==> src/rtl/spi_frame_sequencer_pkg.sv <==
// Shared types and word-format constants for the SPI frame sequencer slice.
package spi_frame_sequencer_pkg;

  localparam int WORD_W = 16;
  localparam int X_W    = 10;
  localparam int Y_W    = 9;

  // Bit 15 of each SPI word tells the receiver which axis it carries.
  localparam logic TAG_X = 1'b1;
  localparam logic TAG_Y = 1'b0;

  typedef enum logic [2:0] {
    IDLE,
    LATCH,
    START_X,
    WAIT_X,
    GAP,
    START_Y,
    WAIT_Y,
    HOLDOFF
  } seq_state_t;

  // Word layouts produced by the packer that sits beside the sequencer.
  function automatic logic [WORD_W-1:0] make_x_word(input logic [X_W-1:0] x);
    return {TAG_X, {(WORD_W-1-X_W){1'b0}}, x};
  endfunction

  function automatic logic [WORD_W-1:0] make_y_word(input logic [Y_W-1:0] y);
    return {TAG_Y, {(WORD_W-1-Y_W){1'b0}}, y};
  endfunction

endpackage

==> src/rtl/spi_frame_sequencer_if.sv <==
// Word-level handshake between the frame sequencer and the SPI shift engine.
interface spi_frame_sequencer_if;
  import spi_frame_sequencer_pkg::*;

  logic              spi_start;
  logic [WORD_W-1:0] spi_tx_data;
  logic              spi_busy;
  logic              spi_done;

  // Sequencer side: issues words and watches for completion.
  modport master (
    output spi_start,
    output spi_tx_data,
    input  spi_busy,
    input  spi_done
  );

  // Shift-engine side: accepts words and reports busy/done.
  modport slave (
    input  spi_start,
    input  spi_tx_data,
    output spi_busy,
    output spi_done
  );

endinterface

==> src/rtl/spi_frame_sequencer_interval_timer.sv <==
// Loadable down-counter shared by the inter-word gap and the post-frame holdoff.
// It stops at zero; zero is asserted while the count sits at 0.
module spi_interval_timer #(
  parameter int W = 4
) (
  input  logic         clk,
  input  logic         reset,
  input  logic         load,
  input  logic [W-1:0] load_val,
  output logic         zero
);

  logic [W-1:0] value_d;
  logic [W-1:0] value_q;

  // Next count: a load wins, otherwise step down until zero is reached.
  always_comb begin
    value_d = value_q;
    if (load) begin
      value_d = load_val;
    end else if (value_q != '0) begin
      value_d = value_q - W'(1);
    end
  end

  // Count register.
  always_ff @(posedge clk) begin
    if (reset) begin
      value_q <= '0;
    end else begin
      value_q <= value_d;
    end
  end

  assign zero = (value_q == '0);

endmodule

==> src/rtl/spi_frame_sequencer.sv <==
// Sequences one coordinate frame (X word, then Y word) to the SPI master.
// The newest coordinate lives in a shadow register that feeds the packer
// directly; coordinates arriving while a frame is in flight are coalesced.
module spi_frame_sequencer
  import spi_frame_sequencer_pkg::*;
#(
  parameter int GAP_CYCLES     = 8,
  parameter int HOLDOFF_CYCLES = 1000,
  parameter int CNT_W          = 16
) (
  input  logic              clk,
  input  logic              reset,
  input  logic              enable,
  input  logic              coord_valid,
  input  logic [X_W-1:0]    coord_x,
  input  logic [Y_W-1:0]    coord_y,
  output logic [X_W-1:0]    pack_x,
  output logic [Y_W-1:0]    pack_y,
  output logic              pack_req,
  input  logic [WORD_W-1:0] xdata_tx,
  input  logic [WORD_W-1:0] ydata_tx,
  spi_frame_sequencer_if.master spi,
  output logic              frame_sent,
  output logic [CNT_W-1:0]  drop_count
);

  localparam int TMR_MAX = (GAP_CYCLES > HOLDOFF_CYCLES) ? GAP_CYCLES : HOLDOFF_CYCLES;
  localparam int TMR_W   = (TMR_MAX > 1) ? $clog2(TMR_MAX) : 1;
  localparam logic [TMR_W-1:0] GAP_LOAD  = TMR_W'(GAP_CYCLES - 1);
  localparam logic [TMR_W-1:0] HOLD_LOAD = TMR_W'(HOLDOFF_CYCLES - 1);

  seq_state_t        state_d, state_q;
  logic [X_W-1:0]    pack_x_d, pack_x_q;
  logic [Y_W-1:0]    pack_y_d, pack_y_q;
  logic              pack_req_d, pack_req_q;
  logic              spi_start_d, spi_start_q;
  logic [WORD_W-1:0] spi_tx_data_d, spi_tx_data_q;
  logic              frame_sent_d, frame_sent_q;
  logic [CNT_W-1:0]  drop_count_d, drop_count_q;
  logic              pending_d, pending_q;

  logic              accept;
  logic              to_latch;
  logic              tmr_load;
  logic [TMR_W-1:0]  tmr_val;
  logic              tmr_zero;

  // Increment that sticks at all-ones instead of wrapping.
  function automatic logic [CNT_W-1:0] sat_inc(input logic [CNT_W-1:0] v);
    return (v == '1) ? v : v + CNT_W'(1);
  endfunction

  spi_interval_timer #(
    .W (TMR_W)
  ) u_timer (
    .clk      (clk),
    .reset    (reset),
    .load     (tmr_load),
    .load_val (tmr_val),
    .zero     (tmr_zero)
  );

  // Next-state, shadow capture, coalescing and handshake pulse decode.
  always_comb begin
    accept        = coord_valid & enable;
    state_d       = state_q;
    pack_x_d      = pack_x_q;
    pack_y_d      = pack_y_q;
    pack_req_d    = 1'b0;
    spi_start_d   = 1'b0;
    spi_tx_data_d = spi_tx_data_q;
    frame_sent_d  = 1'b0;
    drop_count_d  = drop_count_q;
    to_latch      = 1'b0;
    tmr_load      = 1'b0;
    tmr_val       = GAP_LOAD;

    case (state_q)
      IDLE: begin
        if (accept || pending_q) begin
          state_d  = LATCH;
          to_latch = 1'b1;
        end
      end
      LATCH: begin
        // Packer samples the shadow at the end of this cycle.
        state_d = START_X;
      end
      START_X: begin
        if (!spi.spi_busy) begin
          spi_tx_data_d = xdata_tx;
          spi_start_d   = 1'b1;
          state_d       = WAIT_X;
        end
      end
      WAIT_X: begin
        if (spi.spi_done) begin
          tmr_load = 1'b1;
          tmr_val  = GAP_LOAD;
          state_d  = GAP;
        end
      end
      GAP: begin
        if (tmr_zero) begin
          state_d = START_Y;
        end
      end
      START_Y: begin
        if (!spi.spi_busy) begin
          spi_tx_data_d = ydata_tx;
          spi_start_d   = 1'b1;
          state_d       = WAIT_Y;
        end
      end
      WAIT_Y: begin
        if (spi.spi_done) begin
          frame_sent_d = 1'b1;
          tmr_load     = 1'b1;
          tmr_val      = HOLD_LOAD;
          state_d      = HOLDOFF;
        end
      end
      HOLDOFF: begin
        if (tmr_zero) begin
          // A coordinate arriving on the last holdoff cycle is latched directly.
          if (pending_q || accept) begin
            state_d  = LATCH;
            to_latch = 1'b1;
          end else begin
            state_d = IDLE;
          end
        end
      end
      default: state_d = IDLE;
    endcase

    if (to_latch) begin
      pack_req_d = 1'b1;
    end

    // Newest coordinate always wins; overwriting an unsent one is a drop.
    if (accept) begin
      pack_x_d = coord_x;
      pack_y_d = coord_y;
      if (pending_q) begin
        drop_count_d = sat_inc(drop_count_q);
      end
    end

    // Entering LATCH consumes whatever the shadow holds at that edge.
    if (to_latch) begin
      pending_d = 1'b0;
    end else if (accept) begin
      pending_d = 1'b1;
    end else begin
      pending_d = pending_q;
    end
  end

  // FSM state and all registered outputs.
  always_ff @(posedge clk) begin
    if (reset) begin
      state_q       <= IDLE;
      pack_x_q      <= '0;
      pack_y_q      <= '0;
      pack_req_q    <= 1'b0;
      spi_start_q   <= 1'b0;
      spi_tx_data_q <= '0;
      frame_sent_q  <= 1'b0;
      drop_count_q  <= '0;
      pending_q     <= 1'b0;
    end else begin
      state_q       <= state_d;
      pack_x_q      <= pack_x_d;
      pack_y_q      <= pack_y_d;
      pack_req_q    <= pack_req_d;
      spi_start_q   <= spi_start_d;
      spi_tx_data_q <= spi_tx_data_d;
      frame_sent_q  <= frame_sent_d;
      drop_count_q  <= drop_count_d;
      pending_q     <= pending_d;
    end
  end

  assign pack_x          = pack_x_q;
  assign pack_y          = pack_y_q;
  assign pack_req        = pack_req_q;
  assign spi.spi_start   = spi_start_q;
  assign spi.spi_tx_data = spi_tx_data_q;
  assign frame_sent      = frame_sent_q;
  assign drop_count      = drop_count_q;

endmodule

==> src/flat_wrapper.sv <==
// flat-port wrapper written by rule: the top's interface ports become plain ports
module spi_frame_sequencer_flat import spi_frame_sequencer_pkg::*;
#(
  parameter int GAP_CYCLES     = 8,
  parameter int HOLDOFF_CYCLES = 1000,
  parameter int CNT_W          = 16
)
  (clk, reset, enable, coord_valid, coord_x, coord_y, pack_x, pack_y, pack_req, xdata_tx, ydata_tx, frame_sent, drop_count, spi_spi_start, spi_spi_tx_data, spi_spi_busy, spi_spi_done);
  spi_frame_sequencer_if spi_i ();
  input  logic clk;
  input  logic reset;
  input  logic enable;
  input  logic coord_valid;
  input  logic [X_W-1:0] coord_x;
  input  logic [Y_W-1:0] coord_y;
  output logic [X_W-1:0] pack_x;
  output logic [Y_W-1:0] pack_y;
  output logic pack_req;
  input  logic [WORD_W-1:0] xdata_tx;
  input  logic [WORD_W-1:0] ydata_tx;
  output logic frame_sent;
  output logic [CNT_W-1:0] drop_count;
  output wire logic [$bits(spi_i.spi_start)-1:0] spi_spi_start;
  output wire logic [$bits(spi_i.spi_tx_data)-1:0] spi_spi_tx_data;
  input wire logic [$bits(spi_i.spi_busy)-1:0] spi_spi_busy;
  input wire logic [$bits(spi_i.spi_done)-1:0] spi_spi_done;
  assign spi_spi_start = spi_i.spi_start;
  assign spi_spi_tx_data = spi_i.spi_tx_data;
  assign spi_i.spi_busy = spi_spi_busy;
  assign spi_i.spi_done = spi_spi_done;
  spi_frame_sequencer #(.GAP_CYCLES(GAP_CYCLES), .HOLDOFF_CYCLES(HOLDOFF_CYCLES), .CNT_W(CNT_W)) u_core (.clk(clk), .reset(reset), .enable(enable), .coord_valid(coord_valid), .coord_x(coord_x), .coord_y(coord_y), .pack_x(pack_x), .pack_y(pack_y), .pack_req(pack_req), .xdata_tx(xdata_tx), .ydata_tx(ydata_tx), .spi(spi_i), .frame_sent(frame_sent), .drop_count(drop_count));
endmodule
==> config.mk <==
export PLATFORM = sky130hd
export DESIGN_NAME = spi_frame_sequencer_flat
export DESIGN_NICKNAME = d
export VERILOG_FILES = /design/src/rtl/spi_frame_sequencer_pkg.sv /design/src/rtl/spi_frame_sequencer_if.sv /design/src/rtl/spi_frame_sequencer_interval_timer.sv /design/src/rtl/spi_frame_sequencer.sv /design/src/flat_wrapper.sv
export SDC_FILE = /design/constraint.sdc
export NUM_CORES = 1
export LEC_CHECK = 0
export CAP_MARGIN = 20
export CORE_MARGIN = 2
export CORE_UTILIZATION = 40
export CTS_CLUSTER_DIAMETER = 200
export DETAILED_ROUTE_END_ITERATION = 8
export GPL_ROUTABILITY_DRIVEN = 1
export GPL_TIMING_DRIVEN = 0
export PLACE_DENSITY = 0.7
export SYNTH_ARGS = -nofsm -noshare
export SYNTH_HDL_FRONTEND = slang
export SYNTH_SLANG_ARGS = --single-unit
==> constraint.sdc <==
create_clock -name clk -period 2.5 [get_ports clk]
set_input_delay 0.25 -clock clk [delete_from_list [all_inputs] [get_ports clk]]
set_output_delay 0.25 -clock clk [all_outputs]
set_load 0.05 [all_outputs]
Yosys cells after proc, flatten, opt, wreduce, memory -nomap -nowiden
Cells that the tools add are included.

word-level totals
  register bits after elaboration = 68
  input port bits = 57
  output and inout bits = 54
  logic and storage cells = 68

cells by class
  add/subtract/negate cells = 2
  eq/ne operators = 15
  mux-type cells = 23
  bitwise operators = 4
  reductions and logical operators = 14

operators with widths
  cell                   count
  $mux 10                4
  $mux 16                2
  $pmux 16 s2            1
  $pmux 3 s8             1
  $mux 3                 7
  $add 16x1->16 const B  1
  $eq 16x16->1 const B   1
  $eq 3x3->1 const B     4
  $logic_not 10->1       1
  $reduce_bool 10->1     1
  $reduce_or 2->1        5
  $sub 10x1->10 const B  1
  $ne 2x2->1 const B     4
  $mux 1                 7
  $reduce_and 7->1       1
  $eq 3x2->1 const B     2
  $ne 2x1->1 const B     3
  $reduce_and 3->1       2
  $reduce_bool 2->1      2
  $eq 3x1->1 const B     1
  $logic_not 3->1        1
  $not 1->1              3
  $pmux 1 s2             1
  $and 1x1->1            1
  $logic_or 1x1->1       1

Longest topological paths before layout
  word-level depth = 6
  depth in mapped cells = 7
  mapped depth without buffers = 6

By module
Synthesis repeated with hierarchy kept, for this count alone.

second synthesis, totals
  cell total of the unflattened synthesis = 388
  area total of the unflattened synthesis = 3,208.1 um2

by module, submodules not included
  module               times used  cells each  area an instance (um2)  seq. area each (um2)
  spi_frame_sequencer  1           315         2,595.0                 1,161.1
  spi_interval_timer   1           73          613.1                   200.2

Least setup slack after synthesis
OpenSTA, ideal clock, no wires.

  path kind = reg-to-reg
  start point = reg u_core.drop_count_q[1], in the netlist u_core.drop_count[1]
  end point = reg u_core.drop_count_q[12], in the netlist u_core.drop_count[12]
  setup time = 70 ps
  data arrival time = 2,171 ps
  required time = 2,430 ps
  setup slack = 259 ps
  cell stages (with the launch flop) = 6
  buffers on the path = 0
  clock period less this slack = 2,241 ps
  path through = dfxtp_1 -> ha_1 -> nand4_2 -> or4_4 -> or3_1 -> a21oi_1

on the way
  cells in the longest elaborated chain, start to end = 3
  elaborated cells on any way between the ends = 4
  classes of those cells = 1 x add/sub; 1 x eq/ne; 1 x bitwise; 1 x reduce/logical

ends and longest elaborated chain
  item                                                   RTL line                    RTL
  start, declared                                        spi_frame_sequencer.sv:39   logic [CNT_W-1:0] drop_count_d, drop_count_q;
  start signal, assigned                                 spi_frame_sequencer.sv:180  drop_count_q <= drop_count_d;
  branches (longest 3 deep; another with $add 16x1->16)  --

Parallel ways; which one is timed is not known.
A chain may end at the register's enable or synchronous reset.

Final worst setup path
  start point = reg u_core.drop_count_q[0], in the netlist u_core.drop_count[0]
  end point = reg u_core.drop_count_q[1], in the netlist u_core.drop_count[1]

Same word-level chain as after synthesis.

==> results.tsv <==
stage	metric	value	unit
status	run_status	complete, no violations	
cts	postCtsSetupBuffers	0	
drt	drtIter0Drc	125	
logic_synthesis	syn_avg_cell_area	8.57	um^2
setup_path	reg2reg_slack	390	ps
sta	worst_pin_slew	687	ps
cts	cts_htree_levels	3	
logic_synthesis	synth_fa_ha_area_share	1.22	%
logic_synthesis	synth_xor_area_share	1.14	%
sta	hold_slack	382	ps
sta	rsz0062_at_grt	no	
sta	timing.final.crit_share	84.5	%
global_routing	grt_max_degree	11	
logic_synthesis	synth_mux_area_share	7.36	%
setup_path	cpPeakStageDelay	590	ps
floorplan	rows	31	
floorplan	core	7370	um^2
run	max_cap_violations	0	
global_routing	gr-total-overflow	0	
cts	ctsResizeCount	0	
floorplan	ios	111	
setup_path	critical_path.cell_chain	ha_1 -> nand4_2 -> nor4_2 -> buf_2 -> nor2_1 -> mux2i_1	
floorplan	dieArea	8410	um^2
hold_path	hp-class	input port to flop	
sta	setup_violations	0	
floorplan	die_y	91.7	um
pwr	p_per_area	733	nW/um^2
logic_synthesis	synth_area_leaders	dfxtp_1, a21oi_1, nand2_1	
layout	area_delta_synth_final	45.0	%
logic_synthesis	synth.largest_area_cell	dfxtp_1	
sta	max_slew_margin	54.1	%
global_routing	track_usage	20.4	%
logic_synthesis	synth-edff-count	0	
placement	hpwl	6370	um
cts	clock-root-buffer	clkbuf_8	
layout	antenna_cells	0	
logic_synthesis	synth_simple_gate_area_share	23.9	%
setup_path	worst_setup_path_start_kind	flop	
logic_synthesis	synth_area	3080	um^2
pwr	ir_worst_vdd	0.584	mV
cts	cts_inserted_buffers	9	
floorplan	die_width	91.7	um
drt	vias	3078	
logic_synthesis	synth_cells	359	
drt	firstDrtPassIters	4	
sta	skew	6.78	ps
setup_path	slowest_stage	nor4_2	
global_routing	grt_pass1_vias	2946	
pwr	leakagePower	1.63	nW
logic_synthesis	synth_flop_cell	dfxtp_1	
drt	drc	0	
logic_synthesis	synth-seq-area-share	44.2	%
global_routing	antenna_found_initial	0	
global_routing	grt_pass1_wl	14000	um
sta	max_freq	473	MHz
placement	port_buffers	109	
setup_path	worstPathMaxFanout	10	
layout	fillers	664	
drt	drtAntennaViolNets	0	
cts	clock_path_buffers	2	
cts	tritoncts	yes	
sta	tns	0	ps
setup_path	required	2720	ps
logic_synthesis	synth_top_family_by_area	simple AND/OR/NAND/NOR gates	
logic_synthesis	yosysWarnings	0	
layout	final_nets	539	
logic_synthesis	synth_seq_cells	68	
logic_synthesis	synth_fp_nets	419	
cts	cts.clk_slew.worst_paths	70	ps
placement	place.gp.congestion	0.803	
sta	drv_slew	0	
logic_synthesis	synth_cell_types	50	
drt	wl_per_cell	14.5	um
logic_synthesis	synth-async-reset-ratio	0	%
cts	clk_latency	330	ps
logic_synthesis	synth_top_area_share	44.2	%
drt	wl	8430	um
layout	fin_util	60.5	%
sta	fin_crit	2110	ps
setup_path	critPathKind	flop to flop	
drt	vias_per_cell	5.29	
floorplan	start_util	41.8	%
setup_path	critPathArrivalTime	2330	ps
cts	clock_sinks	68	
layout	drive_above_1_share	5.80	%
logic_synthesis	synth_compound_area_share	18.2	%
sta	hold_viol_final	0	
setup_path	worstSetupEndpointType	flop	
cts	cts_hold_buffers	0	
## power breakdown
part	leakage, nW	switching (mW)	internal, mW
clock network	0.0893	0.375	0.406
registers	0.554	0.102	1.22
logic	0.990	0.677	0.495
## routing by layer
metal | GRT usage, % | vias up | share of wire (%)
met3 | 4.93 | 10 | 3.5
met1 | 25.6 | 1459 | 44
met5 | 0 | - | 0
met4 | 6.84 | 0 | 1.9
li1 | - | 1542 | -
met2 | 34.4 | 67 | 50
## metrics by stage
| stage | cell area (um^2) | instances | setup slack (ps) | power, mW |
|---|---|---|---|---|
| 2_1_floorplan | 3080 | 359 | 259 | 2.16 |
| 3_3_place_gp | 4290 | 567 | 316 | 2.47 |
| 3_5_place_dp | 4290 | 567 | 310 | 2.51 |
| 5_1_grt | 4460 | 582 | 234 | 3.48 |
| 6_report | 4460 | 582 | 386 | 3.27 |
| 4_1_cts | 4460 | 582 | 389 | 3.30 |
## worst max-delay path, delay by kind of cell (launching register included)
| kind | cells | cell delay [ps] |
|---|---|---|
| flip-flops | 1 | 440 |
| buffers and inverters | 1 | 300 |
| AND/OR/NAND/NOR | 3 | 890 |
| adder cells (fa/ha/maj) | 1 | 250 |
| multiplexers | 1 | 130 |
## sequential cells by signal, indices dropped and copies added, names as in the netlist, 3 cells and up
name	flops
u_core.drop_count	16
u_core.spi.spi_tx_data	16
u_core.u_timer.value_q	10
u_core.pack_y	9
u_core.state_q	3
u_core.pack_x	10
## cells in the mapped netlist (2+ instances only)
| master | count |
|---|---|
| buf_2 | 7 |
| nor2b_1 | 2 |
| inv_1 | 8 |
| nand3b_1 | 4 |
| xor2_1 | 2 |
| nor3b_1 | 2 |
| a21oi_1 | 41 |
| nand3_1 | 8 |
| xnor2_1 | 2 |
| clkbuf_1 | 15 |
| nand4_1 | 7 |
| mux2i_1 | 17 |
| dfxtp_1 | 68 |
| o31a_1 | 2 |
| nand2b_1 | 2 |
| mux2_1 | 5 |
| nor4_1 | 5 |
| a31oi_1 | 3 |
| o21ai_0 | 4 |
| a211oi_1 | 18 |
| ha_1 | 3 |
| or3_1 | 6 |
| nor3_1 | 5 |
| or4_1 | 7 |
| o21ai_1 | 4 |
| o31ai_1 | 6 |
| and3_1 | 3 |
| and2_1 | 3 |
| nor2_1 | 28 |
| nor4_2 | 3 |
| nand2_1 | 50 |
## cells in the final DEF (no fill, tap or decap), types with 5 or more instances in the layout
cell type / synthesis / layout
a211oi_1: 18 / 18
a21oi_1: 41 / 41
buf_2: 7 / 7
clkbuf_1: 15 / 17
clkbuf_8: 0 / 11
clkdlybuf4s50_1: 0 / 109
dfxtp_1: 68 / 68
inv_1: 8 / 8
mux2_1: 5 / 5
mux2i_1: 17 / 17
nand2_1: 50 / 50
nand3_1: 8 / 8
nand4_1: 7 / 7
nor2_1: 28 / 28
nor3_1: 5 / 5
nor4_1: 5 / 5
o31ai_1: 6 / 6
or3_1: 6 / 6
or4_1: 7 / 7
## final cells by class
| type | instances | area, um^2 | share of cell area [%] |
|---|---|---|---|
| sequential | 68 | 1360 | 30.5 |
| multi-input combinational | 261 | 1600 | 35.8 |
| inverter | 8 | 30.0 | 0.673 |
| timing repair buffer | 109 | 1090 | 24.5 |
| clock buffer | 13 | 159 | 3.56 |
| clock inverter | 2 | 10.0 | 0.224 |
| buffer | 22 | 91.3 | 2.05 |
| tap | 99 | 124 | 2.78 |
## cells by family after synthesis
logic type / Yosys count
and+or+nand+nor: 143
AOI/OAI and AO/OA: 89
DFF: 68
buffers and inverters: 30
muxes: 22
xor gates and xnor gates: 4
adders and majority gates: 3
## path summary, 6_finish.rpt
kind / startpoint / endpoint / cells past startpoint
worst max-delay path: u_core.drop_count[0]$_SDFFE_PP0P_ / u_core.drop_count[1]$_SDFFE_PP0P_ / 6
worst min-delay path: reset / u_core.u_timer.value_q[6]$_SDFFE_PP0P_ / 2
worst max register to register: u_core.drop_count[0]$_SDFFE_PP0P_ / u_core.drop_count[1]$_SDFFE_PP0P_ / 6
worst min register to register: u_core.pack_y[4]$_SDFFE_PP0P_ / u_core.pack_y[4]$_SDFFE_PP0P_ / 2
Note: power is estimated with default switching activity, not from simulation.
